<file path="src/rtl/sense_pkg.sv">
// sense_pkg: shared state encoding, counter type and default timing
// constants for the atrial/ventricular sense conditioner.
package sense_pkg;

    localparam int CNT_W   = 8;
    localparam int CNT_MAX = (1 << CNT_W) - 1;

    localparam int DEF_DEBOUNCE_CYC = 4;
    localparam int DEF_BLANK_CYC    = 16;
    localparam int DEF_REFRACT_CYC  = 64;
    localparam int DEF_XBLANK_CYC   = 8;

    typedef enum logic [1:0] {
        LISTEN = 2'd0,
        QUAL   = 2'd1,
        REFR   = 2'd2,
        BLANK  = 2'd3
    } sense_state_e;

    typedef logic [CNT_W-1:0] cnt_t;

    // Saturating increment: the counter parks at all-ones instead of wrapping.
    function automatic cnt_t cnt_sat_inc(input cnt_t c);
        return (c == cnt_t'(CNT_MAX)) ? c : c + cnt_t'(1);
    endfunction

endpackage

</file>
<file path="src/rtl/sense_channel.sv">
// sense_channel: one chamber of the sense conditioner. A 2-flop
// synchronizer feeds a debounce/refractory/blanking FSM sharing a single
// 8-bit saturating counter. Sense pulse and refractory flag are registered.
//
//   state  | meaning
//   -------+------------------------------------------------------------
//   LISTEN | idle, waiting for the synchronized level to go high
//   QUAL   | level high, counting consecutive high samples
//   REFR   | sense delivered, ignore input for REFRACT_CYC cycles
//   BLANK  | pace delivered, ignore input for the blanking window
//
// A blank triggered by the own-chamber pace lasts BLANK_CYC cycles; one
// triggered by the cross-chamber pace (xpace) lasts XBLANK_CYC cycles.
// Own pace wins when both arrive together. REFR and BLANK only release to
// LISTEN once the window has elapsed and the input is low, so a level that
// stays high never produces a second pulse.
module sense_channel
    import sense_pkg::*;
#(
    parameter int DEBOUNCE_CYC = DEF_DEBOUNCE_CYC,
    parameter int BLANK_CYC    = DEF_BLANK_CYC,
    parameter int REFRACT_CYC  = DEF_REFRACT_CYC,
    parameter int XBLANK_CYC   = DEF_XBLANK_CYC
) (
    input  logic clk,
    input  logic rst,
    input  logic raw,
    input  logic pace,
    input  logic xpace,
    output logic sense,
    output logic refr
);

    if (DEBOUNCE_CYC < 1 || DEBOUNCE_CYC > CNT_MAX) begin : g_bad_debounce
        $error("sense_channel: DEBOUNCE_CYC=%0d outside 1..%0d", DEBOUNCE_CYC, CNT_MAX);
    end
    if (BLANK_CYC < 1 || BLANK_CYC > CNT_MAX) begin : g_bad_blank
        $error("sense_channel: BLANK_CYC=%0d outside 1..%0d", BLANK_CYC, CNT_MAX);
    end
    if (REFRACT_CYC < 1 || REFRACT_CYC > CNT_MAX) begin : g_bad_refract
        $error("sense_channel: REFRACT_CYC=%0d outside 1..%0d", REFRACT_CYC, CNT_MAX);
    end
    if (XBLANK_CYC < 1 || XBLANK_CYC > CNT_MAX) begin : g_bad_xblank
        $error("sense_channel: XBLANK_CYC=%0d outside 1..%0d", XBLANK_CYC, CNT_MAX);
    end

    // The counter is cleared on entry to REFR/BLANK, so the window has
    // elapsed once the counter reaches length-1.
    localparam cnt_t DEB_L       = cnt_t'(DEBOUNCE_CYC);
    localparam cnt_t REFR_LAST   = cnt_t'(REFRACT_CYC - 1);
    localparam cnt_t BLANK_LAST  = cnt_t'(BLANK_CYC - 1);
    localparam cnt_t XBLANK_LAST = cnt_t'(XBLANK_CYC - 1);

    logic         sync1_q, sync1_d;
    logic         sync2_q, sync2_d;
    sense_state_e state_q, state_d;
    cnt_t         cnt_q, cnt_d;
    cnt_t         blank_last_q, blank_last_d;
    logic         sense_q, sense_d;
    logic         refr_q, refr_d;

    logic s;
    logic any_pace;

    assign s        = sync2_q;
    assign any_pace = pace | xpace;

    // State register: synchronizer, FSM state, counter, blank length, outputs.
    always_ff @(posedge clk) begin
        if (rst) begin
            sync1_q      <= 1'b0;
            sync2_q      <= 1'b0;
            state_q      <= LISTEN;
            cnt_q        <= '0;
            blank_last_q <= '0;
            sense_q      <= 1'b0;
            refr_q       <= 1'b0;
        end else begin
            sync1_q      <= sync1_d;
            sync2_q      <= sync2_d;
            state_q      <= state_d;
            cnt_q        <= cnt_d;
            blank_last_q <= blank_last_d;
            sense_q      <= sense_d;
            refr_q       <= refr_d;
        end
    end

    // Next-state logic: any pace preempts every state, otherwise walk the FSM.
    always_comb begin
        sync1_d      = raw;
        sync2_d      = sync1_q;
        state_d      = state_q;
        cnt_d        = cnt_q;
        blank_last_d = blank_last_q;
        if (any_pace) begin
            state_d      = BLANK;
            cnt_d        = '0;
            blank_last_d = pace ? BLANK_LAST : XBLANK_LAST;
        end else begin
            case (state_q)
                LISTEN: begin
                    if (s) begin
                        state_d = QUAL;
                        cnt_d   = cnt_t'(1);
                    end
                end
                QUAL: begin
                    if (!s) begin
                        state_d = LISTEN;
                        cnt_d   = '0;
                    end else if (cnt_q >= DEB_L) begin
                        state_d = REFR;
                        cnt_d   = '0;
                    end else begin
                        cnt_d = cnt_sat_inc(cnt_q);
                    end
                end
                REFR: begin
                    if (cnt_q >= REFR_LAST && !s) begin
                        state_d = LISTEN;
                        cnt_d   = '0;
                    end else begin
                        cnt_d = cnt_sat_inc(cnt_q);
                    end
                end
                BLANK: begin
                    if (cnt_q >= blank_last_q && !s) begin
                        state_d = LISTEN;
                        cnt_d   = '0;
                    end else begin
                        cnt_d = cnt_sat_inc(cnt_q);
                    end
                end
                default: begin
                    state_d = LISTEN;
                    cnt_d   = '0;
                end
            endcase
        end
    end

    // Output logic: one-cycle sense on qualification (a pace vetoes it), and a
    // refractory flag that follows the current state one cycle later.
    always_comb begin
        sense_d = (state_q == QUAL) && s && (cnt_q >= DEB_L) && !any_pace;
        refr_d  = (state_q == REFR) || (state_q == BLANK);
    end

    assign sense = sense_q;
    assign refr  = refr_q;

endmodule

</file>
<file path="src/rtl/sense_conditioner.sv">
// sense_conditioner: atrial and ventricular sense conditioning for the
// pacemaker controller. Two identical sense_channel instances; the top only
// wires them up and optionally routes the atrial pace into the ventricular
// channel as a cross-blanking trigger.
//
// Build option: define VCROSS_BLANK_EN to enable ventricular cross-blanking
// (pa blanks the V channel for XBLANK_CYC cycles). Without it pa affects
// only the A channel.
module sense_conditioner
    import sense_pkg::*;
#(
    parameter int DEBOUNCE_CYC = DEF_DEBOUNCE_CYC,
    parameter int BLANK_CYC    = DEF_BLANK_CYC,
    parameter int REFRACT_CYC  = DEF_REFRACT_CYC,
    parameter int XBLANK_CYC   = DEF_XBLANK_CYC
) (
    input  logic clk,
    input  logic rst,
    input  logic raw_a,
    input  logic raw_v,
    input  logic pa,
    input  logic pv,
    output logic sa,
    output logic sv,
    output logic a_refr,
    output logic v_refr
);

    logic v_xpace;

`ifdef VCROSS_BLANK_EN
    assign v_xpace = pa;
`else
    assign v_xpace = 1'b0;
`endif

    sense_channel #(
        .DEBOUNCE_CYC (DEBOUNCE_CYC),
        .BLANK_CYC    (BLANK_CYC),
        .REFRACT_CYC  (REFRACT_CYC),
        .XBLANK_CYC   (XBLANK_CYC)
    ) u_chan_a (
        .clk   (clk),
        .rst   (rst),
        .raw   (raw_a),
        .pace  (pa),
        .xpace (1'b0),
        .sense (sa),
        .refr  (a_refr)
    );

    sense_channel #(
        .DEBOUNCE_CYC (DEBOUNCE_CYC),
        .BLANK_CYC    (BLANK_CYC),
        .REFRACT_CYC  (REFRACT_CYC),
        .XBLANK_CYC   (XBLANK_CYC)
    ) u_chan_v (
        .clk   (clk),
        .rst   (rst),
        .raw   (raw_v),
        .pace  (pv),
        .xpace (v_xpace),
        .sense (sv),
        .refr  (v_refr)
    );

endmodule

</file>
<file path="config.mk">
export PLATFORM = sky130hd
export DESIGN_NAME = sense_conditioner
export DESIGN_NICKNAME = d
export VERILOG_FILES = /design/src/rtl/sense_pkg.sv /design/src/rtl/sense_channel.sv /design/src/rtl/sense_conditioner.sv
export SDC_FILE = /design/constraint.sdc
export NUM_CORES = 1
export LEC_CHECK = 0
export ABC_AREA = 1
export CAP_MARGIN = 15
export CORE_AREA = 5 5 70 72
export DETAILED_ROUTE_END_ITERATION = 16
export DIE_AREA = 0 0 75 77
export PLACE_DENSITY = 0.65
export SLEW_MARGIN = 20
export SYNTH_ARGS = -nofsm -noshare
export SYNTH_HDL_FRONTEND = slang
export SYNTH_SLANG_ARGS = --single-unit
</file>
<file path="constraint.sdc">
create_clock -name clk -period 3.7 [get_ports clk]
set_input_delay 0.555 -clock clk [delete_from_list [all_inputs] [get_ports clk]]
set_output_delay 0.555 -clock clk [all_outputs]
set_load 0.1 [all_outputs]
</file>
==> run metrics, run 1 <==
share of cells above drive strength 1 a little under a tenth; drt pass-1 iters 6; Pleak approximately 1.1 nW; WL met3 115 um; Ports 10; Worst Skew 0.00796 ns; largest net degree at the start of global routing 15; Post-CTS Setup Inserts 0; Arr. time, crit path 1.71 ns; CP max FO 1; Power Total ~0.74 mW; Layout Cells excl Fill around 380; dpl ws between 1.5 and 2 ns; worst reg2reg startpoint u_chan_v.cnt_q[3]; initial core utilization a little under half; DRC violations left 0; largest stage delay on the critical path between 1 and 1.5 ns; synth warn 0; CTS tree done; Setup CP Type reg2out; H-tree levels 2; Post-synth ARST share 0%; number of synthesized flops with an enable pin 0; Final Wtd Congestion ~0.78; worst path bufs/invs 1; global-route wire length before repair about 7.5 mm; Layout area overhead 12.3%; Die Height 77 um; port bufs 9; Worst Hold End u_chan_a.s; synthesis-stage register bit count 30; Worst Path Required roughly 3.1 ns; Most used DFF post-synth dfxtp_1; distinct cell type count after synthesis 31; top cell type's share of synthesized area ~30%; vias in the first global route about 1.7k; syn avg cell area between 6 and 7 sq um; via/cell ratio between 5 and 6; top post-synthesis cells by area dfxtp_1, nand2_1, inv_1; crit start category flop; cell family with most CP delay buffers and inverters; Hold Path Class reg2reg; commonest cells in the synthesized netlist nand2_1, inv_1, nor2_1; CTS Root Cell clkbuf_8; HPWL after detailed placement ~3.4 mm; HP Start u_chan_a.sync1_q; CTS Hold Buffers Added 0; WL met1 2.00 mm; overflow left after global routing 0; setup tns final 0 ns; fin area 0.00226 sq mm; Final WS setup 1.43 ns; CTS sink count 30; Std-Cell Rows 24; CP Cell Sequence clkdlybuf4s50_1; Critical R2R Capture u_chan_v.cnt_q[2]; Final period util between 60% and 70%; Placed Area between 0.002 and 0.0025 sq mm; Slew Viols, Final 0; GRT Util Overall 16.1%; unrepaired setup endpoints after global routing no; CTS Buf Count 5; Clock Latency Late Sink roughly 0.28 ns; slowest stage cell, crit path clkdlybuf4s50_1; hold path cells 2; top achievable clock speed between 400 and 500 MHz; Ant. Diodes 0; post-synth net total around 330; Worst R2R Path Depth 9; number of placed instances with taps included between 300 and 400; post-synth top area cell dfxtp_1; Post-Syn Area around 0.002 sq mm; DR vias around 1.9k; Slew @ Worst Pin between 0.9 and 1 ns; final setup violation count 0; Routed WL per cell 11.5 um; Clock transition at path regs ~0.07 ns; hold_ws about 0.41 ns; Final Util about 53%; Critical Path Sink Type output port; Slew Limit Headroom between 30 and 40%; die area slightly below 0.006 sq mm; initial antenna violation count 0; nets@finish about 340; most frequent cell after synthesis nand2_1; CORE AREA between 0.004 and 0.005 sq mm; Antenna Nets Post-Route 0; Die X between 70 and 80 um; Mapped Cells slightly above 300; status finished clean; post-synthesis sequential area ratio between 20% and 30%; VDD IR max 187 uV; clock tree buffer depth 2; Cell Pwr Density 329 mW/mm^2; First DRT Iteration DRCs between 60 and 70; total wire length 4.33 mm; Period minus WS final about 2.3 ns; cts repair resizes 0; DR WL met2 approximately 2.1 mm; r2r setup slk ~2 ns; max-cap viol count 0; Top Layer Used met4; Final Hold Viols 0
==> worst min-delay path: cells and delay by family, from the launching register on <==
kind,cells,cell delay [ns]
buffers and inverters,1,0.04
flip-flops,1,0.30
AND/OR/NAND/NOR,1,0.03
==> how the worst max path moves through the flow <==
stage                              start              to  slack (ns)  cells after the start
after CTS                 u_chan_v.sense              sv        1.42                      1
after global routing       u_chan_a.refr          a_refr        1.39                      1
after floorplan            u_chan_a.refr          a_refr        2.24                      0
after detailed placement             rst  u_chan_a.sense        1.56                      4
final                     u_chan_v.sense              sv        1.43                      1
after global placement               rst  u_chan_v.sense        1.59                      4
==> power by group <==
part	total, mW	internal [mW]	switching (mW)	leakage (nW)
sequential	0.345	0.334	0.0110	0.245
combinational	0.118	0.0379	0.0797	0.854
clock	0.279	0.149	0.130	0.0472
==> placed cells by master (no fill, tap or decap) <==
master / synthesis / final
o21bai_1: 2 / 2
nor2_4: 1 / 1
inv_2: 2 / 2
o21ai_2: 3 / 3
nor3_1: 4 / 4
nand4_4: 1 / 1
nor3b_2: 1 / 1
ha_1: 12 / 12
nor2_8: 1 / 1
inv_1: 55 / 55
nand2_1: 89 / 89
nand3_1: 21 / 21
nor2_2: 2 / 2
nor3_2: 2 / 2
a21oi_1: 20 / 20
xor2_1: 3 / 3
o21a_1: 1 / 1
a21o_1: 1 / 1
o31ai_1: 1 / 1
o21ai_0: 8 / 8
nand4_1: 2 / 2
a31oi_1: 2 / 2
nand3_4: 1 / 1
clkinv_2: 0 / 1
nand2_2: 6 / 6
clkinvlp_4: 0 / 1
o211ai_1: 3 / 3
a21oi_2: 1 / 1
nor2_1: 31 / 31
nor4_1: 1 / 1
nand2_4: 2 / 2
clkbuf_8: 0 / 6
clkdlybuf4s50_1: 0 / 9
dfxtp_1: 30 / 30
==> metal layers <==
layer	vias up	track usage (%)
li1	1004	-
met2	31	26.7
met1	864	20.2
met4	0	6.76
met5	-	0
met3	9	2.35
==> final cells by class <==
class | count | area (sq um)
clock buffer | 6 | 82.6
sequential | 30 | 601
clock inverter | 2 | 12.5
inverter | 57 | 214
timing repair buffer | 9 | 90.1
multi-input combinational | 222 | 1190
tap | 52 | 65.1
fill | 440 | 1980
==> sequential cells by signal (all words and copies together), names as in the netlist <==
| register | count |
|---|---|
| u_chan_a.sense | 1 |
| u_chan_v.refr | 1 |
| u_chan_v.cnt_q | 8 |
| u_chan_v.sync1_q | 1 |
| u_chan_a.state_q | 2 |
| u_chan_v.s | 1 |
| u_chan_a.blank_last_q | 1 |
| u_chan_v.sense | 1 |
| u_chan_a.sync1_q | 1 |
| u_chan_v.state_q | 2 |
| u_chan_a.cnt_q | 8 |
| u_chan_a.refr | 1 |
| u_chan_v.blank_last_q | 1 |
| u_chan_a.s | 1 |
==> kinds of logic (layout without fill, tap and decap cells) <==
family                     count (synthesis)  count (layout)  share of synthesized area (%)
DFF                                       30              30                           29.9
AOI/OAI and AO/OA                         42              42                           12.3
adders and majority gates                 12              12                           7.46
xor gates and xnor gates                   3               3                           1.31
buffers and inverters                     58              74                           10.8
and+or+nand+nor                          165             165                           38.2
No activity file was read; power rests on OpenSTA's default activity.
==> run 2: changes to the inputs <==
clock period = 2.3 ns   (was 3.7 ns; I/O delays follow)
==> run 2 against run 1 <==
Net effect: clock-buffer cell count unchanged; critical path depth is 9 higher; die area stayed put; power up 61%; flip-flop and latch count unchanged; global-route usage barely moved; non-clock buffer count grew 1; clock power increased by 60%; register-to-register slack lost 1.3 ns; hold slack got worse by 0.0068 ns; combinational power grew 60%.
==> run metrics, run 2 (synthesis results as in run 1) <==
Ports 10 (unchanged); final setup violation count 0 (unchanged); Power Total 1.19 mW (+61%); initial antenna violation count 0 (unchanged); Cell Pwr Density 528 mW/mm^2 (+61%); CTS Buf Count 5 (unchanged); hold_ws 0.400 ns (-0.00679 ns); cell family with most CP delay simple AND/OR/NAND/NOR gates; Critical Path Sink Type flop; Ant. Diodes 0 (unchanged); via/cell ratio 4.86 (-3.8%); CP Cell Sequence inv_1, ha_1, a21o_1, nor2_1, nand2_1, nand2_1, nand2_1, nand2_2, nand2_1, a21oi_1; unrepaired setup endpoints after global routing no; Final period util a little over 70%; cts repair resizes 0 (unchanged); HPWL after detailed placement 3.30 mm (-3.0%); CP endpoint u_chan_v.cnt_q[0]; Arr. time, crit path 1.84 ns (+0.13 ns); Std-Cell Rows 24 (unchanged); First DRT Iteration DRCs 111 (+68%); worst path bufs/invs 1 (unchanged); Worst Skew 0.0103 ns (+0.00230 ns); setup tns final 0 ns (unchanged); crit start category flop; Period minus WS final 1.64 ns; Post-CTS Setup Inserts 0 (unchanged); slowest stage cell, crit path dfxtp_1; Worst Path Required 2.50 ns (-0.64 ns); CTS Root Cell clkbuf_8; Final Hold Viols 0 (unchanged); Setup CP Type reg2reg; HP Start u_chan_a.sync1_q; Clock transition at path regs 0.07 ns (about the same); Pleak 1.16 nW (+1.1%); Die X 75 um (unchanged); port bufs 9 (unchanged); CP max FO 5 (+4); clock tree buffer depth 2 (unchanged); CTS tree done; VDD IR max 247 uV (+32%); initial core utilization 47.5% (unchanged); Slew Viols, Final 0 (unchanged); critical path depth 10 (+9); Critical R2R Capture u_chan_v.cnt_q[0]; drt pass-1 iters 4 (-2); Slew Limit Headroom 62.4% (+27 points); CTS Hold Buffers Added 0 (unchanged); Layout area overhead 12.1%; GRT Util Overall 16.1% (-0.022 points); largest net degree at the start of global routing 11 (-4); overflow left after global routing 0 (unchanged); CORE AREA 0.00423 sq mm (unchanged); Die Height 77 um (unchanged); CTS sink count 30 (unchanged); r2r setup slk 0.66 ns (-1.34 ns); vias in the first global route 1692 (-0.12%); Hold Path Class reg2reg; largest stage delay on the critical path 0.35 ns (-0.77 ns); share of cells above drive strength 1 11.0% (+1.5 points); H-tree levels 2 (unchanged); Setup crit start u_chan_v.blank_last_q[0]; total wire length 4.18 mm (-3.5%); most frequent cells in the layout nand2_1, inv_1, nor2_1; Critical Path Most Common Cell nand2_1; DRC violations left 0 (unchanged); nets@finish 344 (+0.29%); status finished clean; die area 0.00578 sq mm (unchanged); top achievable clock speed 611 MHz; Final Wtd Congestion 0.869 (+12%); most common cell after layout, fill and taps aside nand2_1; max-cap viol count 0 (unchanged); Slew @ Worst Pin 0.562 ns (-0.403 ns); worst reg2reg startpoint u_chan_v.blank_last_q[0]; Antenna Nets Post-Route 0 (unchanged); Largest regs u_chan_a.cnt_q: 8 flops, u_chan_v.cnt_q: 8 flops; Routed WL per cell 11.0 um (-3.8%); global-route wire length before repair 7.41 mm (-1.0%); Worst R2R Path Depth 10 (+1); DR vias 1841 (-3.5%); Clock Latency Late Sink 0.28 ns (about the same)
[run 2: cell count changes in the layout (fill, tap and decap cells not counted), sizes merged]
cell,previous run,this run
clkdlybuf4s50,9,5
buf,0,5
[run 2: per-stage QoR]
stage / worst slack (ns) / util [%] / area [sq um] / cells
after floorplan: 0.883 / - / 2010 / 310
after CTS: 0.646 / 53.3 / 2260 / 379
after global routing: 0.476 / 53.3 / 2260 / 379
final: 0.662 / 53.3 / 2260 / 379
after global placement: 0.637 / 51.0 / 2160 / 371
after detailed placement: 0.585 / 51.0 / 2160 / 371
[run 2: worst min-delay path, delay by kind of cell (launching register included)]
| kind | cells | cell delay, ns |
|---|---|---|
| flip-flops | 1 | 0.30 |
| AND/OR/NAND/NOR | 1 | 0.03 |
| buffers and inverters | 1 | 0.04 |
[run 2: area by class of cell]
class | instances | area (sq um)
Sequential cell | 30 | 601
Timing Repair Buffer | 10 | 87.6
Tap cell | 52 | 65.1
Inverter | 57 | 214
Multi-Input combinational cell | 222 | 1190
Clock inverter | 2 | 12.5
Fill cell | 426 | 1980
Clock buffer | 6 | 82.6
[run 2: worst min-delay path by stage]
stage | endpoint | slack (ns) | cells after the start
after global placement | u_chan_a.s | 0.39 | 2
after CTS | u_chan_a.s | 0.40 | 2
after floorplan | u_chan_a.s | 0.39 | 2
after global routing | u_chan_a.s | 0.43 | 2
final | u_chan_a.s | 0.40 | 2
after detailed placement | u_chan_a.s | 0.39 | 2
[run 2: power breakdown]
group	leakage (nW)	internal (mW)	total (mW)	switching, mW
Clock	0.0472	0.240	0.447	0.207
Combinational	0.866	0.0614	0.189	0.128
Sequential	0.245	0.538	0.556	0.0176
Total	1.16	0.840	1.19	0.352
[run 2: routing by layer]
metal / global-route usage (%) / vias up / share of wire, %
met1: 20.3 / 813 / 47
met5: 0 / - / 0
met4: 7.65 / 0 / 1.4
met3: 2.75 / 6 / 3.0
li1: - / 1002 / -
met2: 25.9 / 20 / 48
==> run 3: changes to the inputs <==
clock period = 1.61 ns   (was 2.3 ns; I/O delays follow)
==> run 3 against run 2 <==
Net effect: first-iteration DRC count down 24%; highest routed layer unchanged; setup slack got worse by 0.60 ns; critical endpoint is now u_chan_a.cnt_q[2]; clock power increased by 71%; wire length is 16% higher.
==> run metrics, run 3 (synthesis results as in run 1) <==
Die Height 77 um (unchanged); share of cells above drive strength 1 27.8% (+17 points); Final Hold Viols 0 (unchanged); setup tns final 0 ns (unchanged); Clock Latency Late Sink 0.29 ns (about the same); HPWL after detailed placement 3.47 mm (+5.3%); Slew Limit Headroom 78.2% (+16 points); Worst Path Required 1.83 ns (-0.67 ns); Fillers 416 (-2.3%); Power Total 1.92 mW (+61%); worst reg2reg startpoint u_chan_a.cnt_q[0]; First DRT Iteration DRCs 84 (-24%); Largest regs u_chan_a.cnt_q: 8 flops, u_chan_v.cnt_q: 8 flops; crit start category flop; via/cell ratio 5.00 (+3.0%); Std-Cell Rows 24 (unchanged); Final Wtd Congestion 0.834 (-4.0%); drt pass-1 iters 4 (unchanged); number of placed instances with taps included 384 (+3.5%); Layout Cells excl Fill 394 (+4.0%); Layout area overhead 31.0%; top achievable clock speed 644 MHz (+5.5%); Arr. time, crit path 1.77 ns (-0.07 ns); final setup violation count 0 (unchanged); CTS sink count 30 (unchanged); port bufs 9 (unchanged); nets@finish 359 (+4.4%); total wire length 4.86 mm (+16%); Period minus WS final 1.55 ns (-0.0851 ns); Worst R2R Path Depth 10 (unchanged); most common cell after layout, fill and taps aside nand2_1; Hold Path Class reg2reg; Routed WL per cell 12.3 um (+12%); Ports 10 (unchanged); overflow left after global routing 0 (unchanged); largest net degree at the start of global routing 13 (+2); max-cap viol count 0 (unchanged); vias in the first global route 1837 (+8.6%); unrepaired setup endpoints after global routing yes; r2r setup slk 0.06 ns (-0.60 ns); Critical Path Sink Type flop; GRT Util Overall 17.5% (+1.4 points); Slew Viols, Final 0 (unchanged); Final period util 96.4% (+25 points); Worst Skew 0.00848 ns (-0.00177 ns); CTS Root Cell clkbuf_8; Antenna Nets Post-Route 0 (unchanged); CTS Buf Count 5 (unchanged); initial antenna violation count 0 (unchanged); die area 0.00578 sq mm (unchanged); Setup CP Type reg2reg; CTS tree done; initial core utilization 47.5% (unchanged); Critical R2R Capture u_chan_a.cnt_q[2]; status finished clean; DRC violations left 0 (unchanged); most frequent cells in the layout nand2_1, inv_1, nor2_1; DR vias 1971 (+7.1%); Cell Pwr Density 730 mW/mm^2 (+38%); CP max FO 7 (+2); CP endpoint u_chan_a.cnt_q[2]; clock tree buffer depth 2 (unchanged); global-route wire length before repair 7.98 mm (+7.6%); Pleak 1.27 nW (+9.5%); Die X 75 um (unchanged); Ant. Diodes 0 (unchanged); VDD IR max 384 uV (+56%); H-tree levels 2 (unchanged); Slew @ Worst Pin 0.326 ns (-0.236 ns); Setup crit start u_chan_a.cnt_q[0]; CTS Hold Buffers Added 0 (unchanged); CORE AREA 0.00423 sq mm (unchanged); Clock transition at path regs 0.07 ns (about the same)
## run 3: cell count changes in the layout (fill, tap and decap cells not counted), moves of 4 or more
| cell | before | now |
|---|---|---|
| a21oi_2 | 1 | 9 |
| buf_4 | 5 | 15 |
| nand2_1 | 89 | 77 |
| dfxtp_4 | 0 | 4 |
| ha_4 | 0 | 7 |
| inv_1 | 55 | 50 |
| buf_12 | 0 | 4 |
| dfxtp_1 | 30 | 21 |
| ha_1 | 12 | 4 |
| a21oi_1 | 20 | 12 |
| nand2_2 | 6 | 17 |
| dfxtp_2 | 0 | 5 |
## run 3: cell type report
cell class                      instances  area, sq um  share of cell area, %
Inverter                               57          224                   8.50
Clock inverter                          3         40.0                   1.52
Multi-Input combinational cell        222         1360                   51.7
Tap cell                               52         65.1                   2.47
Timing Repair Buffer                   25          254                   9.64
Clock buffer                            5         68.8                   2.61
Sequential cell                        30          622                   23.6
## run 3: how the worst min path moves through the flow
stage	slack [ns]	cells past startpoint	start	end
2_1_floorplan	0.31	1	rst	u_chan_v.state_q[0]
3_3_place_gp	0.39	2	u_chan_v.sync1_q	u_chan_v.s
3_5_place_dp	0.40	2	u_chan_a.sync1_q	u_chan_a.s
4_1_cts	0.41	2	u_chan_v.sync1_q	u_chan_v.s
5_1_grt	0.42	2	u_chan_v.sync1_q	u_chan_v.s
6_report	0.41	2	u_chan_a.sync1_q	u_chan_a.s
## run 3: metal layers
metal	track usage (%)	wire (um)
met1	21.7	2050
met2	28.0	2510
met3	3.79	172
met4	8.54	128
met5	0	0
## run 3: repair_timing
item | 4_1_cts | 5_1_grt
endpoints found under the setup margin | 6 | 20
resized for setup | 2 | 53
pin swaps | 2 | 16
buffers inserted | 0 | 2
## run 3: report_power, final
group,switching [mW],internal (mW),total (mW)
combinational,0.221,0.140,0.361
sequential,0.0307,0.767,0.798
clock,0.310,0.455,0.765
## run 3: worst max-delay path, stage by stage, from the launching register on
cell	delay, ns
dfxtp_4	0.36
ha_1	0.22
nand2_1	0.07
inv_1	0.06
nand2_2	0.09
nand2_1	0.08
a21oi_1	0.17
nand2_2	0.10
nand2_4	0.13
nand2_1	0.07
a21oi_1	0.13
## run 3: metrics by stage
stage | hold WS (ns) | instance area, sq um | worst slack [ns] | utilization, %
CTS | 0.408 | 2420 | 0.0294 | 57.1
detailed placement | 0.402 | 2310 | -0.00613 | 54.5
finish | 0.408 | 2640 | 0.0575 | 62.2
global placement | 0.389 | 2310 | 0.0372 | 54.5
floorplan | 0.311 | 2010 | 0.193 | -
global route | 0.424 | 2640 | -0.0541 | 62.2
==> variant 1, RTL diff (config.mk and constraints of run 2) <==
Build with the macro `VCROSS_BLANK_EN` defined.
--- a/src/rtl/sense_conditioner.sv
+++ b/src/rtl/sense_conditioner.sv
@@ -6,6 +6,8 @@
 // Build option: define VCROSS_BLANK_EN to enable ventricular cross-blanking
 // (pa blanks the V channel for XBLANK_CYC cycles). Without it pa affects
 // only the A channel.
+`define VCROSS_BLANK_EN
+
 module sense_conditioner
     import sense_pkg::*;
 #(
Function: changed (a bounded check fails within 4 cycles, from zero or initial values and one cycle with rst high).
==> variant 1 against run 2 <==
- sequential cell count is 1 higher
- routed wire length increased by 4.0%
- synthesized area is 0.12% higher
- fmax fell by 4.0%
- critical path depth is 1 higher
- total power fell by 0.34%
- synthesized cell count up 2.3%
- combinational power down 18%
- first-iteration DRC count increased by 6.3%
- setup slack got worse by 0.069 ns
- design area up 0.33%
- largest power group unchanged
- highest routed layer unchanged
==> variant 1: results (changes against run 2) <==
| Metric | Value |
|---|---|
| Synth top cells by count | `nand2_1 (87), inv_1 (52), nor2_1 (33), dfxtp_1 (31), nand3_1 (30)` |
| Sequential share of the synthesized area | `30.8% (+0.96 points)` |
| Largest stage delay, worst path | `0.46 ns (+0.11 ns)` |
| Layout cells sized above 1 | `10.8% (-0.23 points)` |
| Syn Nets | `335 (+2.1%)` |
| Number of global-route vias before repair | `1781 (+5.3%)` |
| Via density | `5.01 (+3.1%)` |
| Final GP Congestion | `0.860 (-1.0%)` |
| CP max stage cell | `dfxtp_1` |
| First-pass GRT wire length | `7630 µm (+3.0%)` |
| Compound-Gate Fraction of Synth Area | `9.38% (-2.9 points)` |
| Adder-Cell Fraction of Synth Area | `7.45% (-0.0093 points)` |
| Critical path depth | `11 (+1)` |
| IO Port Bufs | `9 (unchanged)` |
| Diode count | `0 (unchanged)` |
| FF-to-FF Start | `u_chan_v.cnt_q[0]` |
| GR Util All Layers | `16.4% (+0.34 points)` |
| Largest net degree at the start of global routing | `13 (+2)` |
| Placed Cells | `378 (+1.9%)` |
| Area Growth Syn to Fin | `12.4%` |
| Hold slack | `0.406 ns (+0.00557 ns)` |
| VDD IR-drop max | `413 µV (+67%)` |
| Lkg Pwr | `0.00117 µW (+0.96%)` |
| CP Data Arrival Time | `1.92 ns (+0.08 ns)` |
| Worst Path Max Fanout | `7 (+2)` |
| RR Endpoint | `u_chan_v.cnt_q[6]` |
| Place WS | `0.477 ns (-0.108 ns)` |
| FFs w/ async S/R, synth | `0% (unchanged)` |
| Cts bufs inserted | `5 (unchanged)` |
| Setup slack, reg-to-reg | `0.59 ns (-0.07 ns)` |
| Slew HR | `67.9% (+5.5 points)` |
| Drt first-iter violations | `118 (+6.3%)` |
| Hold_sp | `u_chan_v.sync1_q` |
| Avg WL per Cell | `11.3 µm (+2.1%)` |
| Syn_area_per_cell | `6.35 µm² (-2.1%)` |
| Top_reg_cell synth | `dfxtp_1` |
| Synth area leaders | `dfxtp_1 (31%), nand2_1 (16%), inv_1 (9.7%), ha_1 (7.5%), nand3_1 (7.5%)` |
| Finished Layout Cells | `386 (+1.8%)` |
| Hpwl dp | `3380 µm (+2.4%)` |
| DP Area | `2160 µm² (+0.12%)` |
| Fraction of synthesized area in multiplexers | `0% (unchanged)` |
| Post_cts resized | `0 (unchanged)` |
| Post-synth EDFFs | `0 (unchanged)` |
| XOR/XNOR Fraction of Synth Area | `2.17% (+0.87 points)` |
| CP Capture Type | `flip-flop` |
| Clk_skew | `0.00687 ns (-0.00339 ns)` |
| # fillers | `441 (+3.5%)` |
| Synth warn | `0 (unchanged)` |
| Synth cell types | `27 (-13%)` |
| Nets@finish | `351 (+2.0%)` |
| Run status | `completed` |
| Period utilisation layout | `74.2% (+3.0 points)` |
| Clock Pin Slew Worst Setup and Hold Paths | `0.07 ns (about the same)` |
| DRT Pass-1 Iters | `4 (unchanged)` |
| Hold Path Sink | `u_chan_v.s` |
| Clock tree root driver cell | `clkbuf_8` |
-- variant 1: logic make-up (layout without fill, tap and decap cells) --
family          after synthesis  count (layout)
compound gates               34              34
xor+xnor                      5               5
fa+ha+maj                    12              12
buf+inv                      58              75
flops                        31              31
simple gates                177             177
-- variant 1: worst min-delay path: cells and delay by family, from the launching register on --
family | cells | cell delay [ns]
DFF | 1 | 0.29
buffers and inverters | 1 | 0.04
and+or+nand+nor | 1 | 0.03
-- variant 1: layout make-up --
type                       instances  share of cell area, %
sequential                        31                   27.4
clock buffer                       8                   4.42
multi-input combinational        228                   52.0
tap                               52                   2.87
inverter                          57                   9.45
timing repair buffer              10                   3.87
-- variant 1: routing by layer --
layer / GRT usage, % / up-vias / wire, µm
met5: 0 / - / 0
met4: 5.34 / 0 / 68
met3: 2.75 / 8 / 198
met2: 24.4 / 35 / 1890
met1: 23.8 / 857 / 2190
li1: - / 1034 / -
-- variant 1: power breakdown --
part / switching (µW) / internal, µW
clock network: 193 / 273
logic: 106 / 48.9
registers: 13.5 / 554
==> variant 2, RTL diff (flow settings as in run 2) <==
Made on the original files. Re-encode `sense_state_e` (4 states) as Gray code, 2 bits wide.
--- a/src/rtl/sense_pkg.sv
+++ b/src/rtl/sense_pkg.sv
@@ -11,10 +11,10 @@
     localparam int DEF_XBLANK_CYC   = 8;
 
     typedef enum logic [1:0] {
-        LISTEN = 2'd0,
-        QUAL   = 2'd1,
-        REFR   = 2'd2,
-        BLANK  = 2'd3
+        LISTEN = 2'b00,
+        QUAL   = 2'b01,
+        REFR   = 2'b11,
+        BLANK  = 2'b10
     } sense_state_e;
 
     typedef logic [CNT_W-1:0] cnt_t;
Behaviour: same outputs for any inputs over 10 cycles, from zero or initial values and one cycle with rst high; not proved beyond that.
==> variant 2 against run 2 <==
- clock skew down 0.0050 ns
- synthesized area down 4.4%
- non-clock buffer count up 2
- count of clock-buffer cells in the layout unchanged
- design area down 3.8%
- largest cell class unchanged
- cell count down 0.79%
- setup slack worse by 0.20 ns
- critical path depth up 3
- sequential cell count unchanged
- total power down 5.3%
- worst hold slack better by 0.0060 ns
- routed wire length down 2.1%
- critical endpoint is now u_chan_v.cnt_q[3]
==> variant 2: results (changes against run 2) <==
| Metric | Value |
|---|---|
| Run status | `completed` |
| Area of the multi-input gates | `1090 µm² (-8.4%)` |
| Met3 Wirelength | `162 µm (+29%)` |
| Nets@finish | `341 (-0.87%)` |
| Synth top cells by count | `nand2_1 (78), inv_1 (56), nor2_1 (42), dfxtp_1 (30), nand3_1 (26)` |
| Reg2Reg Depth | `13 (+3)` |
| Layout cells sized above 1 | `8.33% (-2.7 points)` |
| GR Util met3 | `3.92% (+1.2 points)` |
| Hold Path Sink | `u_chan_v.s` |
| RR Endpoint | `u_chan_v.cnt_q[3]` |
| Hold_sp | `u_chan_v.sync1_q` |
| Clk_skew | `0.00523 ns (-0.00502 ns)` |
| First-pass GRT wire length | `7350 µm (-0.84%)` |
| Hold depth | `2 (unchanged)` |
| Hold slack | `0.406 ns (+0.00600 ns)` |
| Synth area leaders | `dfxtp_1 (31%), nand2_1 (15%), inv_1 (11%), nor2_1 (8.2%), ha_1 (7.8%)` |
| Hpwl dp | `3180 µm (-3.6%)` |
| Grt met2 use | `24.4% (-1.5 points)` |
| CP Data Arrival Time | `2.08 ns (+0.24 ns)` |
| Synth warn | `0 (unchanged)` |
| Avg WL per Cell | `10.9 µm (-1.3%)` |
| Worst Path Max Fanout | `11 (+6)` |
| Bufs w/o clock | `12 (+2)` |
| Synth cell types | `24 (-23%)` |
| Routed metal-1 wirelength | `2020 µm (+1.8%)` |
| VDD IR-drop max | `309 µV (+25%)` |
| Worst slew pin tran | `0.600 ns (+0.0385 ns)` |
| Syn Nets | `324 (-1.2%)` |
| Synthesized cell area | `1920 µm² (-4.4%)` |
| PnR worst setup slack | `0.458 ns (-0.204 ns)` |
| Multi-input gate share of the layout cell area | `50.4% (-2.5 points)` |
| Via density | `4.85 (-0.19%)` |
| Drt first-iter violations | `67 (-40%)` |
| Lkg Pwr | `0.00108 µW (-6.7%)` |
| # fillers | `438 (+2.8%)` |
| Seq/total area | `27.7% (+1.0 points)` |
| Diode count | `0 (unchanged)` |
| Number of global-route vias before repair | `1618 (-4.4%)` |
| Sequential share of the synthesized area | `31.2% (+1.4 points)` |
| Compound-Gate Fraction of Synth Area | `9.69% (-2.6 points)` |
| Syn_area_per_cell | `6.28 µm² (-3.2%)` |
| Non-Clock Buffer Area Fraction | `4.73% (+0.84 points)` |
| Largest stage delay, worst path | `0.37 ns (+0.02 ns)` |
| Final GP Congestion | `0.847 (-2.5%)` |
| FF-to-FF Start | `u_chan_v.blank_last_q[0]` |
| Largest net degree at the start of global routing | `12 (+1)` |
| DP Area | `2080 µm² (-3.9%)` |
| Met2 wire length | `1850 µm (-8.0%)` |
| Multi-In Gates | `217 (-2.3%)` |
| Placed Cells | `368 (-0.81%)` |
| Adder-Cell Fraction of Synth Area | `7.81% (+0.34 points)` |
| Finished Layout Cells | `376 (-0.79%)` |
| XOR/XNOR Fraction of Synth Area | `2.73% (+1.4 points)` |
## variant 2: cell count changes after synthesis, sizes merged, moves of 2 or more
cell | before | now
nand3 | 22 | 26
nand4 | 3 | 5
xor2 | 3 | 6
o21ai | 11 | 13
nand2 | 97 | 85
a21oi | 21 | 13
nor2 | 35 | 44
## variant 2: cells by family (layout without fill, tap and decap cells)
| family | after synthesis | after routing |
|---|---|---|
| buffers and inverters | 59 | 77 |
| xor gates and xnor gates | 6 | 6 |
| AOI/OAI and AO/OA | 33 | 33 |
| and+or+nand+nor | 166 | 166 |
| adders and majority gates | 12 | 12 |
| DFF | 30 | 30 |
## variant 2: report_power, final
group / leakage [µW] / internal (µW) / total [µW] / switching (µW)
clock: 0.0000472 / 240 / 445 / 205
combinational: 0.000789 / 45.8 / 138 / 92.6
sequential: 0.000244 / 533 / 545 / 11.9
## variant 2: critical path: cells and delay by family, from the launching register on
family / cells / cell delay [ns]
simple gates: 10 / 0.96
buf+inv: 2 / 0.14
fa+ha+maj: 1 / 0.31
flops: 1 / 0.37
